File: src/rtl/emib_seq_pkg.sv
// Shared types for the EMIB/AIB channel bring-up sequencer: FSM encoding and
// error-code values reported on err_code.
package emib_seq_pkg;

  typedef enum logic [2:0] {
    ST_IDLE   = 3'd0,
    ST_SCAN   = 3'd1,
    ST_SETTLE = 3'd2,
    ST_CAL    = 3'd3,
    ST_DONE   = 3'd4,
    ST_ERR    = 3'd5
  } state_t;

  typedef logic [1:0] err_code_t;

  localparam err_code_t ERR_NONE    = 2'b00;
  localparam err_code_t ERR_TIMEOUT = 2'b01;
  localparam err_code_t ERR_LOSS    = 2'b10;

  localparam int ERR_CH_W = 5;

endpackage

File: src/rtl/emib_ch_bringup_seq_if.sv
// Control/status bundle between the bring-up sequencer (slave side) and the
// top-level logic that starts it and owns the channel calibration feedback.
interface emib_ch_bringup_seq_if
  import emib_seq_pkg::*;
#(
  parameter int NUM_CH = 24
);

  logic                start;
  logic [NUM_CH-1:0]   ch_en;
  logic [NUM_CH-1:0]   ch_cal_done;
  logic [NUM_CH-1:0]   ch_rstn;
  logic [NUM_CH-1:0]   ch_cal_req;
  logic [NUM_CH-1:0]   ch_up;
  logic                busy;
  logic                done;
  logic                error;
  err_code_t           err_code;
  logic [ERR_CH_W-1:0] err_ch;

  modport master (
    output start, ch_en, ch_cal_done,
    input  ch_rstn, ch_cal_req, ch_up, busy, done, error, err_code, err_ch
  );

  modport slave (
    input  start, ch_en, ch_cal_done,
    output ch_rstn, ch_cal_req, ch_up, busy, done, error, err_code, err_ch
  );

endinterface

File: src/rtl/emib_lsb_enc.sv
// Lowest-set-bit encoder: vld flags any bit set, idx is the lowest set position.
module emib_lsb_enc #(
  parameter int N  = 24,
  parameter int IW = 5
) (
  input  logic [N-1:0]  vec,
  output logic          vld,
  output logic [IW-1:0] idx
);

  // Scan from the top so the last hit written is the lowest index.
  always_comb begin
    vld = 1'b0;
    idx = '0;
    for (int i = N - 1; i >= 0; i--) begin
      if (vec[i]) begin
        vld = 1'b1;
        idx = IW'(i);
      end
    end
  end

endmodule

File: src/rtl/emib_ch_bringup_seq.sv
// Brings EMIB/AIB channels up one at a time (reset release, settle, calibrate)
// and then watches the up channels for loss of calibration.
module emib_ch_bringup_seq
  import emib_seq_pkg::*;
#(
  parameter int NUM_CH  = 24,
  parameter int SETTLE  = 8,
  parameter int TIMEOUT = 1000,
  parameter int TO_W    = 16
) (
  input logic                  clk,
  input logic                  rst,
  emib_ch_bringup_seq_if.slave bus
);

  localparam int IDX_W = $clog2(NUM_CH + 1);
  localparam logic [NUM_CH-1:0] ONE = NUM_CH'(1);

  state_t              state, state_nx;
  logic [IDX_W-1:0]    idx, idx_nx;
  logic [NUM_CH-1:0]   mask, mask_nx;
  logic [TO_W-1:0]     cnt, cnt_nx;
  logic [NUM_CH-1:0]   rstn, rstn_nx;
  logic [NUM_CH-1:0]   cal_req, cal_req_nx;
  logic [NUM_CH-1:0]   up, up_nx;
  err_code_t           err_code, err_code_nx;
  logic [ERR_CH_W-1:0] err_ch, err_ch_nx;

  logic [NUM_CH-1:0]   sel;
  logic [NUM_CH-1:0]   loss_vec;
  logic [NUM_CH-1:0]   loss_sel;
  logic                loss_vld;
  logic [ERR_CH_W-1:0] loss_idx;

  function automatic logic [ERR_CH_W-1:0] ch_of(input logic [IDX_W-1:0] i);
    return ERR_CH_W'(i);
  endfunction

  // idx == NUM_CH shifts the bit out entirely, so sel is zero once scanning ends.
  assign sel      = ONE << idx;
  assign loss_vec = up & ~bus.ch_cal_done;
  assign loss_sel = ONE << loss_idx;

  emib_lsb_enc #(
    .N  (NUM_CH),
    .IW (ERR_CH_W)
  ) u_loss_enc (
    .vec (loss_vec),
    .vld (loss_vld),
    .idx (loss_idx)
  );

  always_ff @(posedge clk) begin
    if (rst) begin
      state    <= ST_IDLE;
      idx      <= '0;
      mask     <= '0;
      cnt      <= '0;
      rstn     <= '0;
      cal_req  <= '0;
      up       <= '0;
      err_code <= ERR_NONE;
      err_ch   <= '0;
    end else begin
      state    <= state_nx;
      idx      <= idx_nx;
      mask     <= mask_nx;
      cnt      <= cnt_nx;
      rstn     <= rstn_nx;
      cal_req  <= cal_req_nx;
      up       <= up_nx;
      err_code <= err_code_nx;
      err_ch   <= err_ch_nx;
    end
  end

  always_comb begin
    state_nx    = state;
    idx_nx      = idx;
    mask_nx     = mask;
    cnt_nx      = cnt;
    rstn_nx     = rstn;
    cal_req_nx  = cal_req;
    up_nx       = up;
    err_code_nx = err_code;
    err_ch_nx   = err_ch;

    unique case (state)
      ST_IDLE, ST_DONE, ST_ERR: begin
        // A restart takes priority over loss detection in DONE.
        if (bus.start) begin
          state_nx    = ST_SCAN;
          idx_nx      = '0;
          mask_nx     = bus.ch_en;
          cnt_nx      = '0;
          rstn_nx     = '0;
          cal_req_nx  = '0;
          up_nx       = '0;
          err_code_nx = ERR_NONE;
          err_ch_nx   = '0;
        end else if (state == ST_DONE && loss_vld) begin
          state_nx    = ST_ERR;
          err_code_nx = ERR_LOSS;
          err_ch_nx   = loss_idx;
          up_nx       = up & ~loss_sel;
        end
      end

      ST_SCAN: begin
        if (idx == IDX_W'(NUM_CH)) begin
          state_nx = ST_DONE;
        end else if (|(mask & sel)) begin
          state_nx = ST_SETTLE;
          cnt_nx   = TO_W'(1);
          rstn_nx  = rstn | sel;
        end else begin
          idx_nx = idx + IDX_W'(1);
        end
      end

      ST_SETTLE: begin
        if (cnt == TO_W'(SETTLE)) begin
          state_nx   = ST_CAL;
          cnt_nx     = TO_W'(1);
          cal_req_nx = sel;
        end else begin
          cnt_nx = cnt + TO_W'(1);
        end
      end

      ST_CAL: begin
        // cal_done is checked first so a completion on the last allowed
        // cycle still counts as success.
        if (|(bus.ch_cal_done & sel)) begin
          state_nx   = ST_SCAN;
          up_nx      = up | sel;
          cal_req_nx = '0;
          idx_nx     = idx + IDX_W'(1);
          cnt_nx     = '0;
        end else if (cnt == TO_W'(TIMEOUT)) begin
          state_nx    = ST_ERR;
          err_code_nx = ERR_TIMEOUT;
          err_ch_nx   = ch_of(idx);
          rstn_nx     = rstn & ~sel;
          cal_req_nx  = '0;
          cnt_nx      = '0;
        end else begin
          cnt_nx = cnt + TO_W'(1);
        end
      end

      default: state_nx = ST_IDLE;
    endcase
  end

  assign bus.ch_rstn    = rstn;
  assign bus.ch_cal_req = cal_req;
  assign bus.ch_up      = up;
  assign bus.busy       = (state == ST_SCAN) || (state == ST_SETTLE) || (state == ST_CAL);
  assign bus.done       = (state == ST_DONE);
  assign bus.error      = (state == ST_ERR);
  assign bus.err_code   = err_code;
  assign bus.err_ch     = err_ch;

endmodule

File: src/flat_wrapper.sv
// flat-port wrapper written by rule: the top's interface ports become plain ports
module emib_ch_bringup_seq_flat import emib_seq_pkg::*;
#(
  parameter int NUM_CH  = 24,
  parameter int SETTLE  = 8,
  parameter int TIMEOUT = 1000,
  parameter int TO_W    = 16
)
  (clk, rst, bus_start, bus_ch_en, bus_ch_cal_done, bus_ch_rstn, bus_ch_cal_req, bus_ch_up, bus_busy, bus_done, bus_error, bus_err_code, bus_err_ch);
  emib_ch_bringup_seq_if #(.NUM_CH(NUM_CH)) bus_i ();
  input logic clk;
  input logic rst;
  input wire logic [$bits(bus_i.start)-1:0] bus_start;
  input wire logic [$bits(bus_i.ch_en)-1:0] bus_ch_en;
  input wire logic [$bits(bus_i.ch_cal_done)-1:0] bus_ch_cal_done;
  output wire logic [$bits(bus_i.ch_rstn)-1:0] bus_ch_rstn;
  output wire logic [$bits(bus_i.ch_cal_req)-1:0] bus_ch_cal_req;
  output wire logic [$bits(bus_i.ch_up)-1:0] bus_ch_up;
  output wire logic [$bits(bus_i.busy)-1:0] bus_busy;
  output wire logic [$bits(bus_i.done)-1:0] bus_done;
  output wire logic [$bits(bus_i.error)-1:0] bus_error;
  output wire logic [$bits(bus_i.err_code)-1:0] bus_err_code;
  output wire logic [$bits(bus_i.err_ch)-1:0] bus_err_ch;
  assign bus_i.start = bus_start;
  assign bus_i.ch_en = bus_ch_en;
  assign bus_i.ch_cal_done = bus_ch_cal_done;
  assign bus_ch_rstn = bus_i.ch_rstn;
  assign bus_ch_cal_req = bus_i.ch_cal_req;
  assign bus_ch_up = bus_i.ch_up;
  assign bus_busy = bus_i.busy;
  assign bus_done = bus_i.done;
  assign bus_error = bus_i.error;
  assign bus_err_code = bus_i.err_code;
  assign bus_err_ch = bus_i.err_ch;
  emib_ch_bringup_seq #(.NUM_CH(NUM_CH), .SETTLE(SETTLE), .TIMEOUT(TIMEOUT), .TO_W(TO_W)) u_core (.clk(clk), .rst(rst), .bus(bus_i));
endmodule
File: config.mk
export PLATFORM = sky130hd
export DESIGN_NAME = emib_ch_bringup_seq_flat
export DESIGN_NICKNAME = d
export VERILOG_FILES = /design/src/rtl/emib_seq_pkg.sv /design/src/rtl/emib_ch_bringup_seq_if.sv /design/src/rtl/emib_lsb_enc.sv /design/src/rtl/emib_ch_bringup_seq.sv /design/src/flat_wrapper.sv
export SDC_FILE = /design/constraint.sdc
export NUM_CORES = 1
export LEC_CHECK = 0
export ABC_AREA = 1
export CORE_MARGIN = 3
export CORE_UTILIZATION = 32
export CTS_BUF_LIST = sky130_fd_sc_hd__clkbuf_2 sky130_fd_sc_hd__clkbuf_4 sky130_fd_sc_hd__clkbuf_8
export CTS_CLUSTER_SIZE = 10
export DETAILED_ROUTE_END_ITERATION = 6
export DONT_BUFFER_PORTS = 1
export GPL_ROUTABILITY_DRIVEN = 1
export HOLD_SLACK_MARGIN = 0.02
export RECOVER_POWER = 25
export SYNTH_ARGS = -nofsm -noshare
export SYNTH_HDL_FRONTEND = slang
export SYNTH_SLANG_ARGS = --single-unit
File: constraint.sdc
create_clock -name clk -period 3.24 [get_ports clk]
set_input_delay 0.648 -clock clk [delete_from_list [all_inputs] [get_ports clk]]
set_output_delay 0.648 -clock clk [all_outputs]
set_load 0.01 [all_outputs]
==> reports/results.tsv, run 1 <==
metric	value	unit
num ports	133	
PwrDens	980	nW/um^2
Layout area overhead	13.3	%
Worst setup EP type	flip-flop	
type of the worst setup path	flip-flop to flip-flop	
peak supply drop	0.361	mV
RSZ-0062 raised after global routing	no	
share of power burned in the clock network	0.183	
Register-to-Register Path Depth	15	
total of max-cap violations	0	
leading cell type in the layout, fill and taps excluded	nand2_1	
most frequent cells in the layout	nand2_1 (174), nor2_1 (142), dfxtp_1 (126)	
Mean Syn Cell Area	6.81	um^2
largest net degree at the start of global routing	46	
final setup violation count	0	
Synth async-reset ratio	0	
Leakage Power	3.03	nW
DRC	0	
Hold Crit Start	rst	
status	complete, no violations	
CTS tree	done	
Slew Viols, Final	0	
ys flop type	dfxtp_1	
Crit Path Max Fanout	17	
initial antenna violation count	0	
Reg clk slew, reported paths	0.08	ns
combinational power share	0.470	
die height	153	um
#FFs+latches synth	127	
Worst EP arrival	3.37	ns
EDFF count, synth	0	
Row Count	53	
DR vias/cell	5.31	
Clock Skews	0.0121	ns
final hold vios	0	
Slew headroom	0.430	
P_sw	3.84	mW
H-tree Lvls	4	
Max clock buf depth	2	
ANT cells	0	
Worst Setup SP	u_core.idx[2]	
hold depth	1	
total global routing overflow	0	
Antenna Violating Nets Remaining	0	
drt total wl	25100	um
Initial Util	0.328	
fmax	332	MHz
gr usage total	0.209	
Port Buf Inserts	0	
fin crit period	3.01	ns
dpl cells	1293	
drt first pass iters	6	
sw frac	0.501	
Cell Int Power	3.83	mW
fill cell count	2271	
Routed wire per std cell	18.9	um
Seq/Total Area, Yosys	0.368	
HPWL after detailed placement	19200	um
WP data required	3.60	ns
clk sinks	127	
core area	21100	um^2
worst-margin pin slew	0.854	ns
Synth Instances	1015	
Sequential Power Share	0.347	
Tcrit/Tclk final	0.930	
clock insertion delay at the later pin of the skew report	0.46	ns
startpoint type of the worst setup path	flip-flop	
Clock Tree Root	clkbuf_8	
Non-Filler Instances	1326	
Synthesized Nets	1074	
hold_buf cts	0	
fin nets	1097	
distinct cell type count after synthesis	53	
Routability Congestion	0.973	
vias in the first global route	6578	
share of layout cells above drive strength 1	0.143	
die area	23400	um^2
Cell Area, Synth	6910	um^2
first-pass GRT wire length	38400	um
CTS Buf Count	17	
Setup TNS	0	ns
via count	7040	
worst hold path type	input port to flip-flop	
Starting DRT DRC Count	809	
Die Wd	153	um
Yosys warning total	0	
RR Startpoint	u_core.idx[2]	
critical path: stages (launching register included):
cell and delay (ns):
dfxtp_1 0.49, inv_2 0.14, ha_1 0.24, inv_1 0.08, nor3_2 0.04, buf_4 0.18, nand2_1 0.07, nand4_1 0.12
a2111oi_2 0.48, nand2_1 0.16, o21ai_2 0.21, nand3_2 0.14, inv_6 0.15, buf_12 0.16, nor2_2 0.04, a311oi_2 0.19
layer usage:
metal  vias up  share of wire  track usage
met3        65          0.089       0.0747
met2       258           0.43        0.315
met5         -              0            0
met4         0          0.050        0.102
met1      3246           0.43        0.267
li1       3471              -            -
state kept, by name, indices dropped and copies added (netlist names):
register / count
u_core.bus.ch_cal_req: 24
u_core.bus.ch_rstn: 24
u_core.bus.ch_up: 24
u_core.bus.err_ch: 5
u_core.bus.err_code: 2
u_core.cnt: 16
u_core.idx: 5
u_core.mask: 24
u_core.state: 3
Yosys cell counts, types with 2 or more instances:
master	n	area share
o21ai_1	12	0.0087
or2_2	12	0.011
a31oi_1	14	0.013
nor4_2	2	0.0036
nor4_1	3	0.0027
nand3_2	4	0.0058
a221oi_1	6	0.0076
dfxtp_1	127	0.37
buf_1	2	0.0011
nor3b_2	2	0.0036
inv_2	14	0.0076
nor2_1	144	0.078
nand2_1	174	0.095
o22ai_1	6	0.0054
nand4_1	15	0.014
o21ai_0	97	0.070
xor2_1	2	0.0025
o211ai_1	7	0.0076
nor3b_1	4	0.0043
o31ai_1	2	0.0022
buf_6	5	0.0081
buf_4	3	0.0033
a311oi_2	7	0.015
clkbuf_1	31	0.017
ha_1	8	0.014
o21bai_1	5	0.0054
clkinv_1	3	0.0016
nor2_2	9	0.0081
buf_2	4	0.0029
nand2_2	4	0.0036
nor3_1	11	0.0080
nand3_1	73	0.053
inv_1	89	0.048
a22o_1	3	0.0038
a211oi_1	4	0.0043
nor3_2	3	0.0043
a21oi_1	87	0.063
o21a_1	2	0.0022
area by class of cell:
class,instances,area (um^2),share of cell area
multi-input combinational,735,3740,0.477
sequential,127,2540,0.325
inverter,107,407,0.0519
timing repair buffer,50,400,0.0511
tap,275,344,0.0439
clock buffer,17,234,0.0299
clock inverter,15,164,0.0209
final timing paths:
kind	to	slack, ns
worst max-delay path	u_core.bus.ch_rstn[10]	0.23
worst min-delay path	u_core.bus.ch_cal_req[1]	0.26
worst max register to register	u_core.bus.ch_rstn[10]	0.23
worst min register to register	u_core.cnt[1]	0.48
what timing repair did:
item / CTS / global route
endpoints found under the setup margin: 0 / 71
gates resized for setup: 0 / 5
setup buffers: 0 / 1
kinds of logic after synthesis:
logic type               synth area share
AND/OR/NAND/NOR                     0.298
AO/OA/AOI/OAI                       0.223
buffers and inverters              0.0927
flip-flops                          0.368
adder cells (fa/ha/maj)            0.0145
XOR/XNOR                          0.00380
power by group through the flow:
stage | Sequential (mW) | Combinational [mW] | Clock [mW]
2_1_floorplan | 2.44 | 2.64 | 0
3_3_place_gp | 2.69 | 3.51 | 0
3_5_place_dp | 2.70 | 3.52 | 0
4_1_cts | 2.67 | 3.54 | 1.44
5_1_grt | 2.73 | 4.06 | 1.49
6_report | 2.66 | 3.60 | 1.41
stage by stage:
stage	power, mW	instance area (um^2)	utilization	hold slack [ns]	setup slack [ns]
after floorplan	5.09	6910	-	0.430	0.818
after global placement	6.20	7410	0.352	0.470	0.238
after detailed placement	6.22	7410	0.352	0.475	0.188
after CTS	7.64	7810	0.370	0.224	0.146
after global routing	8.28	7830	0.371	0.226	0.00443
final	7.67	7830	0.371	0.259	0.225
Power figures use the tool's default switching activity.
==> inputs of run 2 (changes only) <==
- CTS_BUF_LIST: sky130_fd_sc_hd__clkbuf_2 sky130_fd_sc_hd__clkbuf_4 sky130_fd_sc_hd__clkbuf_8 -> sky130_fd_sc_hd__clkbuf_4
==> reports/results.tsv, run 2 (same netlist as run 1, synthesis figures left out) <==
metric	value	unit
hold_buf cts	0	
Row Count	53	
fmax	334	MHz
Port Buf Inserts	0	
hold depth	1	
final hold vios	0	
RR Startpoint	u_core.idx[2]	
worst-margin pin slew	0.878	ns
share of layout cells above drive strength 1	0.143	
Worst setup EP type	flip-flop	
num ports	133	
CTS Buf Count	17	
startpoint type of the worst setup path	flip-flop	
Slew Viols, Final	0	
Clock Tree Root	clkbuf_4	
DRC	0	
Layout area overhead	11.8	%
clk sinks	127	
first-pass GRT wire length	38400	um
Tcrit/Tclk final	0.923	
total of max-cap violations	0	
HPWL after detailed placement	19200	um
drt first pass iters	5	
leading cell type in the layout, fill and taps excluded	nand2_1	
vias in the first global route	6564	
Starting DRT DRC Count	767	
status	complete, no violations	
Die Wd	153	um
via count	7104	
fin nets	1097	
Clock Skews	0.0174	ns
CTS tree	done	
fin crit period	2.99	ns
initial antenna violation count	2	
RR Endpoint	u_core.bus.ch_rstn[10]	
Hold EP	u_core.bus.ch_cal_req[1]	
Slew headroom	0.415	
largest net degree at the start of global routing	46	
most frequent cells in the layout	nand2_1 (174), nor2_1 (142), dfxtp_1 (126)	
Non-Filler Instances	1327	
Hold Crit Start	rst	
H-tree Lvls	4	
worst hold path type	input port to flip-flop	
dpl cells	1293	
Max clock buf depth	2	
Crit Path Max Fanout	17	
final setup violation count	0	
Worst EP arrival	3.46	ns
clock insertion delay at the later pin of the skew report	0.57	ns
WP data required	3.71	ns
gr usage total	0.209	
total global routing overflow	0	
peak supply drop	0.353	mV
Routed wire per std cell	18.9	um
Setup TNS	0	ns
R2R setup slack	0.25	ns
Reg clk slew, reported paths	0.13	ns
PwrDens	962	nW/um^2
drt total wl	25100	um
Routability Congestion	0.973	
die height	153	um
RSZ-0062 raised after global routing	no	
Leakage Power	2.99	nW
core area	21100	um^2
Register-to-Register Path Depth	15	
DR vias/cell	5.35	
Initial Util	0.328	
type of the worst setup path	flip-flop to flip-flop	
die area	23400	um^2
Antenna Violating Nets Remaining	0	
utilization after layout	0.366	
==> run 2: changes by cell type in the layout (fill, tap and decap cells not counted), sizes merged <==
cell   before  now
diode       0    1
==> run 2: cell type report <==
cell class                 count  area [um^2]
multi-input combinational    735         3740
antenna                        1         2.50
inverter                     107          404
clock buffer                  17          128
timing repair buffer          50          400
clock inverter                15          164
tap                          275          344
sequential                   127         2540
fill                        2287        13400
==> run 2: timing repair <==
action / CTS / global route
buffers inserted: 0 / 1
endpoints found under the setup margin: 0 / 74
resized for setup: 0 / 4
==> run 2: worst max-delay path: stages (launching register included) <==
cell and delay, ns:
dfxtp_1 0.50, inv_2 0.14, ha_1 0.24, nand2_1 0.17, o22ai_1 0.12, a221oi_2 0.18
nand4_1 0.23, nor4_2 0.19, buf_4 0.15, nand2_1 0.07, o21ai_2 0.20, nand3_2 0.13
inv_4 0.17, buf_12 0.17, nor2_2 0.04, a311oi_2 0.19
==> run 2: worst max path at each step <==
| stage | to | slack (ns) | cells past startpoint | from |
|---|---|---|---|---|
| 3_5_place_dp | u_core.bus.ch_rstn[10] | 0.19 | 16 | u_core.idx[0] |
| 5_1_grt | u_core.cnt[14] | 0.005 | 15 | u_core.idx[1] |
| 3_3_place_gp | u_core.bus.ch_rstn[11] | 0.24 | 15 | u_core.idx[0] |
| 2_1_floorplan | u_core.bus.ch_rstn[10] | 0.82 | 16 | u_core.idx[0] |
| 4_1_cts | u_core.bus.ch_rstn[10] | 0.13 | 16 | u_core.idx[0] |
| 6_report | u_core.bus.ch_rstn[10] | 0.25 | 15 | u_core.idx[2] |
==> run 2: metrics by stage <==
step | power (mW) | hold slack [ns] | instance area, um^2 | setup slack [ns]
after CTS | 7.38 | 0.104 | 7700 | 0.126
after global placement | 6.20 | 0.470 | 7410 | 0.238
after floorplan | 5.09 | 0.430 | 6910 | 0.818
after global routing | 8.01 | 0.0876 | 7720 | 0.00529
after detailed placement | 6.22 | 0.475 | 7410 | 0.188
final | 7.43 | 0.141 | 7720 | 0.249
==> run 2: power breakdown <==
group | total (mW) | switching (mW) | internal, mW
Sequential | 2.66 | 0.670 | 1.99
Clock | 1.16 | 0.690 | 0.467
Combinational | 3.61 | 2.47 | 1.14
Total | 7.43 | 3.83 | 3.60
==> run 2: metal layers <==
layer	GRT usage	wire, um	vias up
li1	-	-	3462
met1	0.268	10500	3277
met2	0.315	10900	296
met3	0.0747	2420	67
met4	0.0976	1220	2
met5	0	13	-
==> inputs of run 3 (changes only) <==
- ABC_AREA: 1 -> default
==> reports/results.tsv, run 3 <==
metric	value	unit
status	finished with violations	
violated checks	capacitance limit, slew limit	
Yosys warning total	0	
Clock Skews	0.0330	ns
top sig layer	met4	
Final WS setup	0.178	ns
first-pass GRT wire length	35500	um
Row Count	52	
WP data required	3.68	ns
DR vias/cell	5.83	
Max clock buf depth	2	
post-synthesis adder-cell area fraction	0.0147	
mux cell area share after synthesis	0.0287	
Port Buf Inserts	0	
Tcrit/Tclk final	0.945	
XOR/XNOR Fraction of Synth Area	0.0103	
most frequent cells in the layout	dfxtp_1 (126), nand2_1 (85), a21oi_1 (81)	
gr usage total	0.202	
Antenna Violating Nets Remaining	0	
clk sinks	127	
Reg clk slew, reported paths	0.13	ns
M1 WL	9770	um
RSZ-0062 raised after global routing	no	
Clock Tree Root	clkbuf_4	
initial antenna violation count	1	
drt first pass iters	6	
Leakage Power	2.52	nW
total of max-cap violations	1	
type of the worst setup path	flip-flop to flip-flop	
top cell type's share of synthesized area	0.374	
met3 routed WL	2650	um
peak supply drop	0.205	mV
H-tree Lvls	4	
core area	20600	um^2
num ports	133	
Mean Syn Cell Area	8.40	um^2
Setup TNS	0	ns
distinct cell type count after synthesis	77	
Hold Crit Start	rst	
total global routing overflow	0	
commonest cells in the synthesized netlist	dfxtp_1 (127), nand2_1 (85), a21oi_1 (82), nor2_1 (67), clkbuf_1 (40)	
Seq/Total Area, Yosys	0.374	
vias in the first global route	5900	
fin nets	876	
CTS tree	done	
worst slack at placement	0.188	ns
PwrDens	574	nW/um^2
Slew Viols, Final	33	
EDFF count, synth	0	
Die Wd	152	um
startpoint type of the worst setup path	flip-flop	
Register-to-Register Path Depth	11	
fill cell count	2173	
Starting DRT DRC Count	582	
CTS Buf Count	17	
share of layout cells above drive strength 1	0.152	
via count	6421	
Routed wire per std cell	21.6	um
DRC	0	
Synth async-reset ratio	0	
Routability Congestion	1.02	
worst-margin pin slew	1.58	ns
hold depth	1	
post-CTS setup buffers	0	
final hold vios	0	
die height	152	um
Synth Instances	809	
Compound-Gate Fraction of Synth Area	0.300	
simple-gate share of the synthesized area	0.229	
Crit Path Max Fanout	10	
ys flop type	dfxtp_1	
die area	23000	um^2
leading cell type in the layout, fill and taps excluded	dfxtp_1	
area leader, netlist	dfxtp_1	
Slew headroom	-0.0516	
count leader, synth	dfxtp_1	
largest family of logic cells by synthesized area	compound AO/OA/AOI/OAI gates	
Worst EP arrival	3.50	ns
fmax	327	MHz
#FFs+latches synth	127	
Synthesized Nets	868	
Area contributors post-synth	dfxtp_1 (37%), a21oi_1 (6.0%), nand2_1 (4.7%)	
HPWL after detailed placement	18100	um
drt total wl	23800	um
largest net degree at the start of global routing	81	
final setup violation count	0	
Layout area overhead	10.8	%
met2 routed WL	10600	um
Worst Setup SP	u_core.idx[1]	
fin crit period	3.06	ns
Initial Util	0.331	
Hold EP	u_core.cnt[1]	
worst hold path type	input port to flip-flop	
clock insertion delay at the later pin of the skew report	0.56	ns
RR Endpoint	u_core.bus.ch_rstn[3]	
Cell Area, Synth	6800	um^2
RR Startpoint	u_core.idx[1]	
Worst setup EP type	flip-flop	
R2R setup slack	0.18	ns
-- run 3: changes by cell type after synthesis, sizes merged, moves of 34 or more --
cell,before,now
nand2,179,85
inv,103,12
o21ai,111,23
nor2,153,67
nand3,77,17
nor2b,0,34
-- run 3: timing repair --
item                                    CTS  global route
hold endpoints to repair                  0             0
hold buffers                              0             0
resized for setup                         0             3
endpoints found under the setup margin    0            24
-- run 3: layout make-up --
cell class / count / area, um^2 / area share
Clock buffer: 18 / 135 / 0.0179
Timing Repair Buffer: 44 / 352 / 0.0467
Tap cell: 270 / 338 / 0.0449
Antenna cell: 1 / 2.50 / 0.000332
Inverter: 13 / 48.8 / 0.00648
Multi-Input combinational cell: 614 / 3980 / 0.529
Sequential cell: 127 / 2540 / 0.338
Clock inverter: 14 / 129 / 0.0171
-- run 3: logic make-up after synthesis --
family	after synthesis
adders and majority gates	8
xor gates and xnor gates	8
muxes	18
AOI/OAI and AO/OA	280
and+or+nand+nor	300
buffers and inverters	68
DFF	127
-- run 3: how the worst max path moves through the flow --
| stage | end |
|---|---|
| 2_1_floorplan | u_core.bus.ch_rstn[10] |
| 3_3_place_gp | u_core.bus.ch_rstn[5] |
| 3_5_place_dp | u_core.bus.ch_rstn[2] |
| 4_1_cts | u_core.bus.ch_rstn[2] |
| 5_1_grt | u_core.bus.err_ch[0] |
| 6_report | u_core.bus.ch_rstn[3] |
-- run 3: critical path, cell delays in order, from the launching register on --
cell	delay, ns
dfxtp_1	0.44
inv_1	0.09
ha_1	0.22
buf_4	0.17
and4b_1	0.27
a22oi_1	0.27
and4_1	0.31
and3_1	0.43
nand3_1	0.17
o21ai_2	0.20
buf_4	0.29
a211oi_2	0.09
-- run 3: power breakdown --
part           switching [mW]  internal (mW)
clock                   0.671          0.399
combinational           0.982          0.500
sequential              0.108           1.66
total                    1.76           2.56
-- run 3: metal layers --
metal,vias to the layer above,global-route usage
li1,3055,-
met1,3033,0.255
met2,277,0.311
met3,56,0.0788
met4,0,0.0773
met5,-,0
-- run 3: per-stage QoR --
step | cells | util | power (mW) | hold WS [ns] | cell area (um^2)
floorplan | 809 | - | 2.83 | 0.433 | 6800
global placement | 1068 | 0.353 | 3.26 | 0.440 | 7260
detailed placement | 1068 | 0.353 | 3.27 | 0.441 | 7260
CTS | 1100 | 0.366 | 4.33 | 0.114 | 7520
global route | 1101 | 0.366 | 4.58 | 0.102 | 7530
finish | 1101 | 0.366 | 4.32 | 0.176 | 7530
